## src/rtl/ps2_key_decoder.sv

```systemverilog
// PS/2 keyboard receiver with scan-code decode and a small table of
// tracked keys. Frames are synchronised, shifted in LSB first and guarded
// by an inter-edge watchdog. E0/F0 prefixes are folded into flags that
// qualify the next code.
// Optional build macro: PS2_PARITY_CHECK_EN -- when defined, frames with
// bad (even) parity are dropped with frame_err; otherwise parity is ignored.

// Per-key tracker: holds the down state of one mapped key and pulses on
// real transitions only, so typematic repeats stay silent.
module ps2_key_slot #(
  parameter logic [7:0] CODE = 8'h00,
  parameter logic       EXT  = 1'b0
) (
  input  logic       clk,
  input  logic       rst_n,
  input  logic       i_upd,
  input  logic [7:0] i_code,
  input  logic       i_ext,
  input  logic       i_brk,
  output logic       o_held,
  output logic       o_press,
  output logic       o_release
);
  logic w_hit;
  logic r_held, r_press, r_release;

  assign w_hit = i_upd && (i_code == CODE) && (i_ext == EXT);

  // Update held level and derive make/break pulses from the old level.
  always_ff @(posedge clk or negedge rst_n) begin
    if (!rst_n) begin
      r_held    <= 1'b0;
      r_press   <= 1'b0;
      r_release <= 1'b0;
    end else begin
      r_press   <= 1'b0;
      r_release <= 1'b0;
      if (w_hit) begin
        r_held    <= !i_brk;
        r_press   <= !i_brk && !r_held;
        r_release <= i_brk && r_held;
      end
    end
  end

  assign o_held    = r_held;
  assign o_press   = r_press;
  assign o_release = r_release;
endmodule

module ps2_key_decoder #(
  parameter int                    NUM_KEYS       = 4,
  parameter logic [NUM_KEYS*8-1:0] KEY_CODES      = {8'h1D, 8'h23, 8'h1B, 8'h1C},
  parameter logic [NUM_KEYS-1:0]   KEY_EXT        = '0,
  parameter int                    TIMEOUT_CYCLES = 100000
) (
  input  logic                clk,
  input  logic                rst_n,
  input  logic                PS2_CLK,
  input  logic                PS2_DATA,
  output logic [NUM_KEYS-1:0] keys_held,
  output logic [NUM_KEYS-1:0] keys_press,
  output logic [NUM_KEYS-1:0] keys_release,
  output logic                code_valid,
  output logic [7:0]          code_data,
  output logic                code_break,
  output logic                code_ext,
  output logic                frame_err
);
  localparam logic [0:0] S_IDLE = 1'b0;
  localparam logic [0:0] S_RX   = 1'b1;
  localparam int         WD_W   = $clog2(TIMEOUT_CYCLES + 1);
  localparam logic [WD_W-1:0] WD_LAST = WD_W'(TIMEOUT_CYCLES - 1);

  logic [1:0]      r_clk_sync, r_dat_sync;
  logic            r_clk_dly;
  logic [0:0]      r_state;
  logic [3:0]      r_bitcnt;
  logic [7:0]      r_shift;
  logic            r_parity;
  logic [WD_W-1:0] r_wdog;
  logic            r_frame_err;
  logic            r_ext_pend, r_brk_pend;
  logic            r_code_valid, r_code_break, r_code_ext;
  logic [7:0]      r_code_data;

  logic w_fall, w_bit, w_stop_edge, w_par_ok, w_frame_ok, w_accept;
  logic w_prefix, w_upd, w_timeout;

  // Bring the asynchronous bus into the clk domain; idle bus reads as 1.
  always_ff @(posedge clk or negedge rst_n) begin
    if (!rst_n) begin
      r_clk_sync <= 2'b11;
      r_dat_sync <= 2'b11;
      r_clk_dly  <= 1'b1;
    end else begin
      r_clk_sync <= {r_clk_sync[0], PS2_CLK};
      r_dat_sync <= {r_dat_sync[0], PS2_DATA};
      r_clk_dly  <= r_clk_sync[1];
    end
  end

  assign w_fall = r_clk_dly & ~r_clk_sync[1];
  assign w_bit  = r_dat_sync[1];

`ifdef PS2_PARITY_CHECK_EN
  assign w_par_ok = ^{r_shift, r_parity};
`else
  assign w_par_ok = 1'b1;
`endif

  // bitcnt 0-7 are data, 8 is parity, 9 is stop.
  assign w_stop_edge = (r_state == S_RX) && w_fall && (r_bitcnt == 4'd9);
  assign w_frame_ok  = w_bit && w_par_ok;
  assign w_accept    = w_stop_edge && w_frame_ok;
  assign w_prefix    = (r_shift == 8'hE0) || (r_shift == 8'hF0);
  assign w_upd       = w_accept && !w_prefix;
  assign w_timeout   = (r_state == S_RX) && !w_fall && (r_wdog == WD_LAST);

  // Frame receiver: start detect, shift, parity/stop capture, watchdog.
  always_ff @(posedge clk or negedge rst_n) begin
    if (!rst_n) begin
      r_state     <= S_IDLE;
      r_bitcnt    <= 4'd0;
      r_shift     <= 8'd0;
      r_parity    <= 1'b0;
      r_wdog      <= '0;
      r_frame_err <= 1'b0;
    end else begin
      r_frame_err <= 1'b0;
      case (r_state)
        S_IDLE: begin
          r_wdog   <= '0;
          r_bitcnt <= 4'd0;
          r_shift  <= 8'd0;
          if (w_fall && !w_bit) r_state <= S_RX;
        end
        S_RX: begin
          if (w_fall) begin
            r_wdog   <= '0;
            r_bitcnt <= r_bitcnt + 4'd1;
            if (r_bitcnt < 4'd8) begin
              r_shift <= {w_bit, r_shift[7:1]};
            end else if (r_bitcnt == 4'd8) begin
              r_parity <= w_bit;
            end else begin
              r_state     <= S_IDLE;
              r_frame_err <= !w_frame_ok;
            end
          end else if (w_timeout) begin
            r_state     <= S_IDLE;
            r_frame_err <= 1'b1;
          end else begin
            r_wdog <= r_wdog + WD_W'(1);
          end
        end
        default: r_state <= S_IDLE;
      endcase
    end
  end

  // Prefix flags and the registered code strobe; dropped frames never reach here.
  always_ff @(posedge clk or negedge rst_n) begin
    if (!rst_n) begin
      r_ext_pend   <= 1'b0;
      r_brk_pend   <= 1'b0;
      r_code_valid <= 1'b0;
      r_code_data  <= 8'd0;
      r_code_break <= 1'b0;
      r_code_ext   <= 1'b0;
    end else begin
      r_code_valid <= 1'b0;
      if (w_accept) begin
        if (r_shift == 8'hE0) begin
          r_ext_pend <= 1'b1;
        end else if (r_shift == 8'hF0) begin
          r_brk_pend <= 1'b1;
        end else begin
          r_code_data  <= r_shift;
          r_code_break <= r_brk_pend;
          r_code_ext   <= r_ext_pend;
          r_code_valid <= 1'b1;
          r_ext_pend   <= 1'b0;
          r_brk_pend   <= 1'b0;
        end
      end
    end
  end

  // One tracker per mapped key; duplicate codes simply hit several slots.
  for (genvar g = 0; g < NUM_KEYS; g++) begin : g_key
    ps2_key_slot #(
      .CODE (KEY_CODES[8*g +: 8]),
      .EXT  (KEY_EXT[g])
    ) u_slot (
      .clk       (clk),
      .rst_n     (rst_n),
      .i_upd     (w_upd),
      .i_code    (r_shift),
      .i_ext     (r_ext_pend),
      .i_brk     (r_brk_pend),
      .o_held    (keys_held[g]),
      .o_press   (keys_press[g]),
      .o_release (keys_release[g])
    );
  end

  assign code_valid = r_code_valid;
  assign code_data  = r_code_data;
  assign code_break = r_code_break;
  assign code_ext   = r_code_ext;
  assign frame_err  = r_frame_err;
endmodule

```

## config.mk

```make
export PLATFORM = sky130hd
export DESIGN_NAME = ps2_key_decoder
export DESIGN_NICKNAME = d
export VERILOG_FILES = /design/src/rtl/ps2_key_decoder.sv
export SDC_FILE = /design/constraint.sdc
export NUM_CORES = 1
export LEC_CHECK = 0
export BUFFER_PORTS_ARGS = -buffer_cell sky130_fd_sc_hd__buf_2
export CORE_UTILIZATION = 60
export CTS_CLUSTER_DIAMETER = 100
export CTS_CLUSTER_SIZE = 30
export DETAILED_ROUTE_END_ITERATION = 8
export GPL_ROUTABILITY_DRIVEN = 0
export PLACE_DENSITY = 0.89
export SLEW_MARGIN = 20
export SYNTH_ARGS = -nofsm -noshare
export SYNTH_HDL_FRONTEND = slang
export SYNTH_SLANG_ARGS = --single-unit
```

## constraint.sdc

```tcl
create_clock -name clk -period 4.8 [get_ports clk]
set_clock_uncertainty 0.2 [all_clocks]
set_input_delay 0.48 -clock clk [delete_from_list [all_inputs] [get_ports clk]]
set_output_delay 0.48 -clock clk [all_outputs]
set_load 0.02 [all_outputs]
```

==> results.md, run 1 <==
- Setup TNS: 0 ns
- Reg2Reg Depth: 4
- Final setup viols: 0
- Hold depth: 1
- Outcome: completed
- Leakage power: 0.00147 µW
- Share of post-route cells with drive strength above 1: 22.8%
- Finished Core Util: 68.9%
- Cts bufs inserted: 9
- Min cycle time layout: 2.33 ns
- Dpl ws: 2.50 ns
- Most common flop cell mapped by yosys: dfrtp_1
- RR Startpoint: r_clk_dly$_DFF_PN1_
- Worst min path class: input pin to flip-flop
- Area growth, synth to finish: 9.41%
- Iter 0 DRT Violations: 219
- DP HPWL: 3.28 mm
- MaxCap Viol Count: 0
- First-pass DRT Iterations: 4
- Crit path buf inv count: 0
- GRT Util Overall: 23.0%
- Die Width: 70.1 µm
- Initial antenna violation count: 0
- Async SR Flop Fraction: 100%
- GR Overflow Total: 0
- WS Path Type: flip-flop to flip-flop
- # hold bufs at CTS: 0
- Cells after synthesis: 261
- Worst vdd ir: 0.271 mV
- ANT cells: 0
- PD cells: 464 nW/µm²
- PortBufs: 27
- Core Area: 4410 µm²
- Max FO, Critical Path: 12
- Starting density of the core: 63.0%
- Top cells by count, synth: dfrtp_1 (56), nand2_1 (27), o21ai_0 (21)
- Drt wl/cell: 15.3 µm
- Root Buffer: clkbuf_8
- Crit share post-route: 48.5%
- # DRC: 0
- CP Cell Sequence: nor2b_2, nand4_2, or4_1, mux2i_1
- Pin count of the biggest net entering global routing: 62
- Nets: 284
- Number of synthesized register bits: 61
- Cts repair resizes: 0
- Clk_lat worst skew: 0.34 ns
- CTS tree: built
- Achievable frequency: 430 MHz
- Reg-to-reg slack, setup: 2.47 ns
- H-tree depth: 3
- Routed Antenna Nets: 0
- Syn_area_per_cell: 10.6 µm²
- Relative slew slack: 50.0%
- CP startpoint kind: flip-flop
- First-pass GRT wire length: 8.65 mm
- Area contributors post-synth: dfrtp_1 (50%), dfstp_2 (4.7%), buf_4 (3.8%), o21ai_0 (3.8%), nand2_1 (3.6%)
- Bufs on Longest Clock Path: 2
- Fin. Hold Viols: 0
- Worst Max-Slew Pin Slew: 0.750 ns
- CP Data Required Time: 4.80 ns
- Syn Std Cell Area: 2780 µm²
- YS warnings: 0
- Crit end category: flip-flop
- Vias in the first global route: 1839
- Number of synthesized flops with an enable pin: 0
- Vias: 1995
- Die Ht: 70.1 µm
- Top-area cell type share of the netlist area: 50.4%
- Hold Startpoint: PS2_DATA
- Num rows: 24
- Max Slew Vio Count: 0
- Critical path's top delay family: simple AND/OR/NAND/NOR gates
- Worst reg2reg endpoint: g_key[2].u_slot.o_held$_DFFE_PN0P_
- Worst path max stage delay: 0.66 ns
- Total clock sinks: 61
- Synthesized Nets: 269
- Max stage delay cell, worst path: or4_1
- Critical Path AT: 2.33 ns
- Die area: 4910 µm²
- # IOs: 28
- Postcts setup bufs: 0
- Final setup margin: 2.47 ns
- RSZ-0062 raised after global routing: false
- Clk slew on worst S/H paths: 0.06 ns
- Largest area contributor in the netlist: dfrtp_1
- Post-Route WL: 5.10 mm
- Synth cell types: 46
- WHS Endpoint: r_dat_sync[0]$_DFF_PN1_
- Top-count cell post-synth: dfrtp_1
- Register area share after synthesis: 55.2%
- Vias per inst: 5.99
-- worst max path at each step --
stage          cells after the start                                 end  slack, ns                 from
6_report                           4  g_key[2].u_slot.o_held$_DFFE_PN0P_       2.47  r_clk_dly$_DFF_PN1_
5_1_grt                            4  g_key[2].u_slot.o_held$_DFFE_PN0P_       2.37  r_clk_dly$_DFF_PN1_
4_1_cts                            4  g_key[2].u_slot.o_held$_DFFE_PN0P_       2.48  r_clk_dly$_DFF_PN1_
3_5_place_dp                       4  g_key[2].u_slot.o_held$_DFFE_PN0P_       2.50  r_clk_dly$_DFF_PN1_
3_3_place_gp                       4  g_key[2].u_slot.o_held$_DFFE_PN0P_       2.53  r_clk_dly$_DFF_PN1_
2_1_floorplan                      6  g_key[1].u_slot.o_held$_DFFE_PN0P_       2.79  r_clk_dly$_DFF_PN1_
-- sequential cells by signal, summed over array words and instances, names as in the netlist --
signal	count
r_wdog	17
code_valid	1
code_ext	1
code_data	8
r_brk_pend	1
r_clk_sync	2
code_break	1
g_key.u_slot.o_held	4
g_key.u_slot.o_release	4
frame_err	1
r_ext_pend	1
r_state	1
r_bitcnt	4
r_shift	8
r_dat_sync	2
r_clk_dly	1
g_key.u_slot.o_press	4
-- cell usage in the layout (no fill, tap or decap), drive strengths merged, types with 5 or more instances in the layout --
| cell | count |
|---|---|
| dfrtp | 56 |
| buf | 28 |
| nand2 | 27 |
| o21ai | 21 |
| nor2 | 16 |
| a21oi | 13 |
| nand4 | 12 |
| clkbuf | 11 |
| inv | 10 |
| xor2 | 10 |
| nor3 | 9 |
| mux2 | 6 |
| dfstp | 5 |
| nor4 | 5 |
-- kinds of logic (layout without fill, tap and decap cells) --
kind of cell | after synthesis | after routing | share of synthesized area, %
AO/OA/AOI/OAI | 46 | 46 | 9.41
XOR/XNOR | 10 | 10 | 3.15
adder cells (fa/ha/maj) | 4 | 4 | 1.80
buffers and inverters | 34 | 54 | 6.84
flip-flops | 61 | 61 | 55.2
multiplexers | 10 | 10 | 3.87
AND/OR/NAND/NOR | 96 | 96 | 19.8
-- area by class of cell --
cell class | instances | area, µm²
Multi-Input combinational cell | 166 | 1060
Sequential cell | 61 | 1530
Fill cell | 316 | 1370
Clock buffer | 11 | 131
Inverter | 10 | 37.5
Timing Repair Buffer | 28 | 143
Clock inverter | 5 | 75.1
Tap cell | 52 | 65.1
-- per-layer routing --
metal / global-route usage [%] / share of wire (%) / up-vias
li1: - / - / 933
met1: 31.8 / 45 / 981
met2: 32.6 / 47 / 69
met3: 7.50 / 5.8 / 12
met4: 11.6 / 2.2 / 0
met5: 0 / 0 / -
-- power by group --
part           total (µW)  internal, µW  leakage [µW]  switching, µW
logic                 226          89.9      0.000543            136
clock network         483           290      0.000107            193
registers             701           590      0.000817            111
-- per-stage QoR --
stage,hold slack [ns],instance area [µm²],power (µW),instances
floorplan,-0.0156,2780,853,261
global placement,0.146,2830,908,317
detailed placement,0.147,2830,931,317
CTS,0.0229,3040,1410,333
global route,0.0146,3040,1480,333
finish,0.0316,3040,1410,333
(Power assumes the default switching activity.)
==> run 2, diff against run 1 <==
ABC_AREA = 1   (was default)
CORE_UTILIZATION = 59   (was 60)
PLACE_DENSITY = 0.87   (was 0.89)
clock period = 2.28 ns   (was 4.8 ns; I/O delays follow)
==> run 2 against run 1 <==
- clock-buffer cell count up 2
- cell area is 11% higher
- largest cell class unchanged
- critical path depth up 7
==> results.md, run 2 <==
- Reg2Reg Depth: 11 (+7)
- First-pass DRT Iterations: 4 (unchanged)
- Syn Std Cell Area: 2970 µm² (+6.8%)
- RSZ-0062 raised after global routing: false
- Crit share post-route: 89.6% (+41 points)
- Critical Path AT: 2.07 ns (-0.26 ns)
- Final setup viols: 0 (unchanged)
- Crit end category: flip-flop
- CTS tree: built
- Non-Filler Instances: 449 (+35%)
- Initial antenna violation count: 0 (unchanged)
- Min cycle time layout: 2.04 ns (-0.285 ns)
- Top cells by count, synth: nand2_1 (77), dfrtp_1 (56), nor2_1 (52)
- # placed instances: 430 (+36%)
- Most common cell after layout, fill and taps aside: nand2_1
- Vias in the first global route: 2244 (+22%)
- Area after DPL: 3100 µm² (+9.4%)
- Max FO, Critical Path: 17 (+5)
- DP HPWL: 4.15 mm (+27%)
- Worst min path class: flip-flop to flip-flop
- Num rows: 25 (+4.2%)
- Post-Route WL: 5.98 mm (+17%)
- Postcts setup bufs: 0 (unchanged)
- YS warnings: 0 (unchanged)
- Largest register by flop count: r_wdog
- Worst vdd ir: 0.550 mV (+100%)
- Achievable frequency: 490 MHz (+14%)
- Clk_lat worst skew: 0.35 ns (about the same)
- Design area: 3390 µm² (+11%)
- Core Area: 4790 µm² (+8.4%)
- Vias: 2371 (+19%)
- Clk slew on worst S/H paths: 0.07 ns (about the same)
- Nets: 385 (+36%)
- Critical Path Source: r_bitcnt[1]$_DFFE_PN0P_
- Most frequent cells in the layout: nand2_1 (77), dfrtp_1 (56), nor2_1 (52), inv_1 (35), buf_2 (27)
- # hold bufs at CTS: 3 (+3)
- Number of synthesized flops with an enable pin: 0 (unchanged)
- Synth cell types: 27 (-41%)
- Fin. Hold Viols: 0 (unchanged)
- WS Path Type: flip-flop to flip-flop
- Largest area contributor in the netlist: dfrtp_1
- Area growth, synth to finish: 14.2%
- Crit path to: code_data[2]$_DFFE_PN0N_
- Register area share after synthesis: 51.6% (-3.5 points)
- Worst reg2reg endpoint: code_data[2]$_DFFE_PN0N_
- Cts bufs inserted: 9 (unchanged)
- # DRC: 0 (unchanged)
- Die Width: 72.9 µm (+4.1%)
- Bufs on Longest Clock Path: 2 (unchanged)
- Area contributors post-synth: dfrtp_1 (47%), nand2_1 (9.7%), nor2_1 (6.6%), nand4_1 (4.8%), dfstp_2 (4.4%)
- Worst Max-Slew Pin Slew: 0.603 ns (-0.147 ns)
- Setup TNS: 0 ns (unchanged)
- MaxCap Viol Count: 0 (unchanged)
- Reg-to-reg slack, setup: 0.24 ns (-2.24 ns)
- Top-count cell post-synth: nand2_1
- Vias per inst: 5.28 (-12%)
- ANT cells: 0 (unchanged)
- Die Ht: 72.9 µm (+4.1%)
- H-tree depth: 3 (unchanged)
- PortBufs: 27 (unchanged)
- Number of synthesized register bits: 61 (unchanged)
- First-pass GRT wire length: 9.94 mm (+15%)
- Root Buffer: clkbuf_8
- CP startpoint kind: flip-flop
- Leakage power: 0.00169 µW (+15%)
- Async SR Flop Fraction: 100% (unchanged)
- Share of post-route cells with drive strength above 1: 18.3% (-4.5 points)
- Relative slew slack: 59.8% (+9.8 points)
- Max Slew Vio Count: 0 (unchanged)
- Final setup margin: 0.237 ns (-2.24 ns)
- RR Startpoint: r_bitcnt[1]$_DFFE_PN0P_
- Iter 0 DRT Violations: 216 (-1.4%)
- Finished Core Util: 70.8% (+1.9 points)
- Cts repair resizes: 0 (unchanged)
- Total clock sinks: 61 (unchanged)
- Max reg flops: 17 (unchanged)
- CP Data Required Time: 2.30 ns (-2.50 ns)
- Most common flop cell mapped by yosys: dfrtp_1
- Die area: 5320 µm² (+8.4%)
- Outcome: completed
- Top-area cell type share of the netlist area: 47.2% (-3.2 points)
- Synthesized Nets: 358 (+33%)
- Drt wl/cell: 13.3 µm (-13%)
- Cells after synthesis: 350 (+34%)
- Routed Antenna Nets: 0 (unchanged)
- Pin count of the biggest net entering global routing: 37 (-40%)
- # IOs: 28 (unchanged)
- PD cells: 745 nW/µm² (+61%)
- Syn_area_per_cell: 8.48 µm² (-20%)
- Starting density of the core: 62.0% (-0.94 points)
- Dpl ws: 0.305 ns (-2.19 ns)
- GR Overflow Total: 0 (unchanged)
- GRT Util Overall: 25.3% (+2.4 points)
run 2: cell count changes after synthesis, sizes merged, moves of 4 or more:
cell | previous run | this run
and3 | 4 | 0
inv | 10 | 39
mux2 | 6 | 0
mux2i | 4 | 0
nand2 | 27 | 80
nand3 | 3 | 19
nand4 | 12 | 23
nor2 | 16 | 55
nor3 | 9 | 3
nor4 | 5 | 0
or3 | 4 | 0
xor2 | 10 | 5
run 2: worst min path at each step:
stage                                       start                 endpoint  slack [ns]  cells past startpoint
after detailed placement                    rst_n    r_wdog[1]$_DFFE_PN0P_        0.07                      1
after floorplan                             rst_n   code_break$_DFFE_PN0N_       -0.27                      0
after global placement                      rst_n    r_wdog[1]$_DFFE_PN0P_        0.06                      1
after global routing      r_dat_sync[0]$_DFF_PN1_  r_dat_sync[1]$_DFF_PN1_        0.16                      0
final                     r_dat_sync[0]$_DFF_PN1_  r_dat_sync[1]$_DFF_PN1_        0.16                      0
after CTS                 r_dat_sync[0]$_DFF_PN1_  r_dat_sync[1]$_DFF_PN1_        0.16                      0
run 2: logic make-up after synthesis:
group / Yosys count / share of synthesized area [%]
fa+ha+maj: 4 / 1.69
compound gates: 39 / 7.72
buf+inv: 57 / 9.27
simple gates: 183 / 27.9
flops: 61 / 51.6
xor+xnor: 6 / 1.77
run 2: cell type report:
type / count / area (µm²)
flip-flops and latches: 61 / 1530
fillers: 365 / 1400
multi-input cells: 232 / 1160
repair buffers: 34 / 208
clock buffers: 13 / 169
inverters: 39 / 146
clock inverters: 3 / 90.1
well taps: 67 / 83.8
run 2: critical path, cell delays in order, from the launching register on:
cell	delay, ns
dfrtp_1	0.38
inv_1	0.11
ha_1	0.17
inv_1	0.05
nor2_1	0.11
nand2_2	0.10
nor2_8	0.14
nand2_4	0.10
nor2_8	0.21
inv_2	0.18
nand2_1	0.12
o21ai_2	0.05
run 2: per-layer routing:
| layer | part of all wire [%] | wire (µm) | global-route usage [%] |
|---|---|---|---|
| met4 | 2.4 | 144 | 14.8 |
| met1 | 45 | 2690 | 32.8 |
| met5 | 0 | 0 | 0 |
| met2 | 48 | 2850 | 39.5 |
| met3 | 5.0 | 299 | 5.39 |
run 2: power by group:
part           leakage [µW]  total (µW)  internal, µW  switching, µW
combinational      0.000736         150          44.5            105
sequential         0.000826        1150          1110           34.9
clock              0.000130        1230           816            412
total               0.00169        2530          1970            552
run 2: through the flow:
stage               hold slack (ns)  total power, µW
global route                  0.160             2600
detailed placement           0.0698             1310
CTS                           0.159             2530
finish                        0.157             2530
global placement             0.0569             1300
floorplan                    -0.268             1250
